`config.mk`:
```
export PLATFORM = sky130hd
export DESIGN_NAME = pdua_int_ctrl
export DESIGN_NICKNAME = d
export VERILOG_FILES = /design/src/rtl/pdua_int_ctrl.sv
export SDC_FILE = /design/constraint.sdc
export NUM_CORES = 1
export LEC_CHECK = 0
export CORE_MARGIN = 2
export CORE_UTILIZATION = 40
export DETAILED_ROUTE_END_ITERATION = 16
export PLACE_DENSITY = 0.82
export SLEW_MARGIN = 20
export SYNTH_ARGS = -nofsm -noshare
export SYNTH_HDL_FRONTEND = slang
export SYNTH_SLANG_ARGS = --single-unit
export TNS_END_PERCENT = 50
```
`constraint.sdc`:
```
create_clock -name clk -period 1.15 [get_ports clk]
set_input_delay 0.2875 -clock clk [delete_from_list [all_inputs] [get_ports clk]]
set_output_delay 0.2875 -clock clk [all_outputs]
set_load 0.05 [all_outputs]
```
`src/rtl/pdua_int_ctrl.sv`:
```
// Prioritised, maskable, non-nesting interrupt controller for PDUA.
// Rising edges latch as pending; the lowest enabled line is granted a vector.
module pdua_int_ctrl #(
  parameter int               N_IRQ    = 4,
  parameter int               VEC_W    = 8,
  parameter logic [VEC_W-1:0] VEC_BASE = 'hF8
) (
  input  logic             clk,
  input  logic             rst,
  input  logic [N_IRQ-1:0] irq,
  input  logic             ien_we,
  input  logic [N_IRQ-1:0] ien_din,
  input  logic             inta,
  input  logic             eoi,
  output logic             INT,
  output logic [VEC_W-1:0] vector,
  output logic             vec_valid,
  output logic             in_srv,
  output logic [N_IRQ-1:0] pending,
  output logic [N_IRQ-1:0] ien
);

  localparam int IW = (N_IRQ > 1) ? $clog2(N_IRQ) : 1;

  typedef enum logic [1:0] {
    IDLE,
    REQ,
    SRV
  } state_t;

  state_t           state;
  logic [N_IRQ-1:0] irq_q;
  logic [N_IRQ-1:0] evt;
  logic [N_IRQ-1:0] req;
  logic [N_IRQ-1:0] clr;
  logic [IW-1:0]    cur;
  logic [IW-1:0]    sel;
  logic             any_req;
  logic             ack;

  assign evt     = irq & ~irq_q;
  assign req     = pending & ien;
  assign any_req = |req;
  assign ack     = (state == REQ) && inta;

  // Scan downward so the lowest set index is the last one written.
  always_comb begin
    sel = '0;
    for (int i = N_IRQ - 1; i >= 0; i--) begin
      if (req[i]) sel = IW'(i);
    end
  end

  always_comb begin
    clr = '0;
    if (ack) clr[cur] = 1'b1;
  end

  always_ff @(posedge clk) begin
    if (rst) begin
      state     <= IDLE;
      irq_q     <= irq;
      pending   <= '0;
      ien       <= '0;
      cur       <= '0;
      vector    <= '0;
      INT       <= 1'b0;
      vec_valid <= 1'b0;
      in_srv    <= 1'b0;
    end else begin
      irq_q     <= irq;
      // A fresh edge on the acknowledged line outranks its clear.
      pending   <= (pending & ~clr) | evt;
      vec_valid <= 1'b0;
      if (ien_we) ien <= ien_din;
      unique case (state)
        IDLE: begin
          if (any_req) begin
            cur    <= sel;
            vector <= VEC_BASE + VEC_W'(sel);
            INT    <= 1'b1;
            state  <= REQ;
          end
        end
        REQ: begin
          if (inta) begin
            INT       <= 1'b0;
            vec_valid <= 1'b1;
            in_srv    <= 1'b1;
            state     <= SRV;
          end
        end
        SRV: begin
          if (eoi) begin
            in_srv <= 1'b0;
            state  <= IDLE;
          end
        end
        default: state <= IDLE;
      endcase
    end
  end

endmodule
```
After elaboration in Yosys (flattened, before gate mapping)
Cells that the tools add are included.
{"block": "op_classes", "n_addsub": 1, "n_lt_le_gt_ge": 2, "n_eq_ne": 5, "mux": 18, "n_bitwise": 7, "reduce_logical": 11}
{"op": "$mux W2", "n": 7}
{"op": "$and A4 B4 Y4", "n": 3}
{"op": "$reduce_and A3 Y1", "n": 3}
{"op": "$not A4 Y4", "n": 2}
{"op": "$mux W1", "n": 6}
{"op": "$ne A2 B2 Y1 const B", "n": 3}
{"op": "$pmux W2 S3", "n": 1}
{"op": "$add A4 B3 Y5 const A", "n": 1}
{"op": "$mux W4", "n": 1}
{"op": "$or A4 B4 Y4", "n": 1}
{"op": "$pmux W1 S2", "n": 2}
{"op": "$reduce_bool A2 Y1", "n": 2}
{"op": "$reduce_or A4 Y1", "n": 1}
{"op": "$lt A2 B3 Y1 const B", "n": 1}
{"op": "$demux W1 S2", "n": 1}
{"op": "$eq A2 B1 Y1 const B", "n": 1}
{"op": "$eq A2 B2 Y1 const B", "n": 1}
{"op": "$ge A2 B1 Y1 const B", "n": 1}
{"op": "$logic_and A1 B1 Y1", "n": 2}
{"op": "$logic_not A2 Y1", "n": 1}
{"op": "$reduce_and A2 Y1", "n": 1}
{"op": "$reduce_or A2 Y1", "n": 1}
{"op": "$not A1 Y1", "n": 1}
{"block": "totals", "regBits": 27, "input_bits": 13, "wordCells": 53}

Longest topological paths before layout
{"block": "logic_depth", "word_depth": 8, "mapped_depth": 3, "ltp_nobuf": 3}

Least setup slack after synthesis
Ideal clock, no wire load.
{"block": "synth_timing", "path_type": "reg2reg", "from": "register ien[2]", "to": "register state[0]", "setup_time_ps": 114, "arrival_ps": 1228, "setup_slack_ps": -193, "stages_incl_launch_ff": 4, "n_path_buf": 0, "path_cell_list": "dfxtp_1 -> a22o_1 -> nor3_1 -> a2111oi_0"}
{"block": "synth_between", "elab_chain_len": 4}
{"item": "start: declaration", "line_no": "20", "rtl": "output logic [N_IRQ-1:0] ien"}
{"item": "start signal: assignment", "line_no": "75", "rtl": "if (ien_we) ien <= ien_din;"}
{"item": "$and A4 B4 Y4", "line_no": "42", "rtl": "assign req = pending & ien;"}
{"item": "$reduce_or A4 Y1", "line_no": "43", "rtl": "assign any_req = |req;"}
{"item": "$ne A2 B2 Y1 (no line)"}
{"item": "$reduce_and A3 Y1 (no line)"}
{"item": "end signal: assignment", "line_no": "61", "rtl": "state <= IDLE;"}
{"item": "end signal: assignment", "line_no": "82", "rtl": "state <= REQ;"}
{"item": "end signal: assignment", "line_no": "90", "rtl": "state <= SRV;"}
{"item": "end: declaration", "line_no": "31", "rtl": "state_t state;"}
Every way passes these cells.
A chain may end at the register's enable or synchronous reset.

Final worst setup path
{"block": "layout_timing", "from": "register ien[2]", "to": "output port ien[2]"}
No word-level cell between the ends.

==> impl_results.md <==
* Std cell rows at 15
* Die boundary width at roughly 47 um
* Area share of the largest cell type after synthesis at between 50% and 60%
* Final worst setup slack at -38.6 ps
* CTS Root Cell: sky130_fd_sc_hd__clkbuf_4
* Post-Syn Nets at about 90
* Skew-Pair Late Insertion Delay at 290 ps
* Final Core Density at between 70% and 80%
* Setup slack, reg-to-reg at approximately 40 ps
* Area enclosed by the die boundary at 2250 um^2
* Logic gate share of total power at 29.6%
* Most common library cell in the layout ignoring fill and taps: sky130_fd_sc_hd__buf_12
* DIE HEIGHT at about 47 um
* TritonCTS buffer count at 3
* Final WL at 1.78 mm
* Hold_sp: irq[1]
* FF+latch area at 440 um^2
* Initial DRC Count at 18
* Total global-route track usage at 19.5%
* Filler-free cell count of the finished design at about 140
* Worst hold margin at between 400 and 500 ps
* CP max FO at 3
* Switching Share at ~30%
* Number of detailed-route iterations in the first pass at 4
* Total of warnings raised by yosys at 0
* Instance count of the mapped netlist at 78
* Arrival time of the worst setup path at 900 ps
* Via count of the first global-routing pass at 649
* Count of pins over their slew limit at 0
* Number of vias in the routed layout at ~700
* Fraction of layout cells with a size suffix above 1 at 42.9%
* CTS tree: built
* Initial Util at a little over two fifths
* Switching power at approximately 0.5 mW
* GP Congestion at approximately 0.77
* Worst Hold Endpoint: irq_q[1]
* Cell variety after synth at 23
* Minimum clock period at between 1000 and 1500 ps
* Critical path's largest stage delay at between 300 and 400 ps
* Clock slew at the register clock pins of the worst setup and hold paths at around 110 ps
* CP Capture Type: primary output
* R2r startpoint: pending[2]
* Number of nets in the final layout at 126
* Pwr dens at 1240 nW/um^2
* Number of max-capacitance violations reported at 0
* Leakage Power at around 0.53 nW
* Category of the critical setup timing path: register to primary output
* HP Class: input port to register
* Area occupied by multi-input gates at 307 um^2
* Endpoint of the most critical register-to-register path: cur[0]
* Routed wire length per instance at 13.0 um
* Number of flip-flops and latches in the synthesized netlist at 20
* Result of the run: complete, but fails checks
* Internal power component at 1.18 mW
* Failing checks: setup timing
* H-tree depth at 1
* Cell depth of the worst hold path at 1
* Largest net degree at the start of global routing at 16
* Count of antenna-violating nets left after detailed routing at 0
* Crit path max-delay cell type: sky130_fd_sc_hd__dfxtp_2
* Logic depth of the worst register-to-register path at 4
* Via density per instance at just over 5
* IO buf count at 30
* Post-Syn Area at between 700 and 800 um^2
* Area growth from synthesis to layout at 81.4%
* Highest clock frequency the design can meet at ~840 MHz
* Beginning of the critical path: ien[2]
* Top area cells in the synthesized netlist: sky130_fd_sc_hd__dfxtp_1 53%, sky130_fd_sc_hd__a21oi_1 6.6%, sky130_fd_sc_hd__mux2i_1 5.3%
* Leading cell types in the layout, fill and taps excluded: 18 x sky130_fd_sc_hd__buf_12, 12 x sky130_fd_sc_hd__clkdlybuf4s50_1, 10 x sky130_fd_sc_hd__a21oi_1
* Mean instance size in the synthesized netlist at roughly 9.7 um^2
* Req. time, crit path at ~860 ps
* Wire length of the first global-routing pass at 2.93 mm
* Post-place instance area at 1270 um^2
* Number of antenna repair diodes at 0
* Worst clock skew at about 4.2 ps
* Area inside the core boundary at roughly 1700 um^2
* Final count of hold timing violations at 0
* Startpoint type of the worst setup path: register
* Cell breakdown of the critical path: buf_6, buf_12
* Final Setup Violations at 8
* Portion of the post-synthesis area used by sequential elements at between 50% and 60%
* Cell type with the highest aggregate area in the netlist: sky130_fd_sc_hd__dfxtp_1
* Sequential share of power at a little under half
* Placed Cells at approximately 130
* Number of antenna violations at the first check in global routing at 0
* RSZ-0062 raised after global routing: true
* Area of all placed cells without fillers at roughly 1400 um^2
* Period utilisation layout at 103%
* HPWL after detailed placement at roughly 1.3 mm
* Clock share of power at a little under a quarter
* Maximum VDD drop at around 1 mV
* Maximum number of buffers from clock root to sink at 2
* Io pins at 32
* Sinks on Clock Net at 20
* DRC viols at 0
* Gr ovfl total at 0
* Fill cell total of the finished layout at 99
-- stage by stage --
step	worst slack, ps	power (mW)	setup TNS (ps)
2_1_floorplan	-39.8	1.04	-39.8
3_3_place_gp	-187	1.29	-1750
3_5_place_dp	-246	1.30	-2350
4_1_cts	-47.8	1.70	-350
5_1_grt	-88.3	1.78	-767
6_report	-38.6	1.69	-275
-- state kept, by name, summed over array words and instances (netlist names) --
name and cells:
ien 4, irq_q 4, pending 4, state 2
vector 2, INT 1, cur 1, in_srv 1
vec_valid 1
-- worst max-delay path by stage --
| stage | end | slack (ps) | cells after the start |
|---|---|---|---|
| CTS | vector[7] | -50 | 1 |
| global route | vector[4] | -90 | 1 |
| detailed placement | pending[2] | -250 | 4 |
| finish | ien[2] | -40 | 2 |
| global placement | pending[0] | -190 | 4 |
| floorplan | pending[2] | -40 | 3 |
-- repair_timing --
| action | 4_1_cts | 5_1_grt |
|---|---|---|
| setup buffers | 0 | 2 |
| setup endpoints to repair | 12 | 22 |
| cloned | 0 | 0 |
| resized for setup | 9 | 11 |
| pin swaps | 0 | 2 |
| hold buffers | 0 | 0 |
| endpoints found under the hold margin | 0 | 0 |
-- power groups by stage --
| stage | clock (mW) | combinational [mW] | sequential (mW) |
|---|---|---|---|
| CTS | 0.404 | 0.494 | 0.800 |
| global placement | 0 | 0.480 | 0.811 |
| global route | 0.452 | 0.527 | 0.802 |
| finish | 0.396 | 0.502 | 0.796 |
| detailed placement | 0 | 0.488 | 0.815 |
| floorplan | 0 | 0.145 | 0.897 |
-- final cells by class --
type                       count  area share, %
multi-input combinational     49           22.4
timing repair buffer          37           39.8
clock buffer                   4           2.66
sequential                    20           32.2
inverter                       2          0.549
tap                           25           2.29
-- kinds of logic (layout without fill, tap and decap cells) --
| group | after synthesis | after routing | share of synthesized area [%] |
|---|---|---|---|
| simple gates | 21 | 21 | 14.5 |
| buf+inv | 9 | 43 | 6.98 |
| other cells | 1 | 1 | 0.498 |
| mux | 4 | 4 | 5.32 |
| flops | 20 | 20 | 53.2 |
| compound gates | 23 | 23 | 19.6 |
-- synth_stat cells, drive strengths merged --
cell and instances:
nor2b 1, a211oi 1, buf 5, nand4b 1
nor2 6, inv 2, nor3 1, a221oi 1
nand3b 1, o31ai 2, o21ai 5, a22o 2
or3b 1, nand2b 4, mux2i 4, nand2 6
dfxtp 20, a2111oi 1, a31o 1, clkbuf 2
conb 1, a21oi 10
-- worst max-delay path: cells and delay by family (launching register included) --
family                 cells  cell delay (ps)
buffers and inverters      2              260
flip-flops                 1              350
-- routing by layer --
| metal | up-vias | share of wire [%] | GRT usage [%] |
|---|---|---|---|
| met2 | 26 | 52 | 32.2 |
| met5 | - | 0 | 0 |
| li1 | 336 | - | - |
| met3 | 4 | 4.8 | 6.54 |
| met1 | 332 | 41 | 21.6 |
| met4 | 0 | 1.5 | 11.7 |
Note: power is estimated with default switching activity, not from simulation.
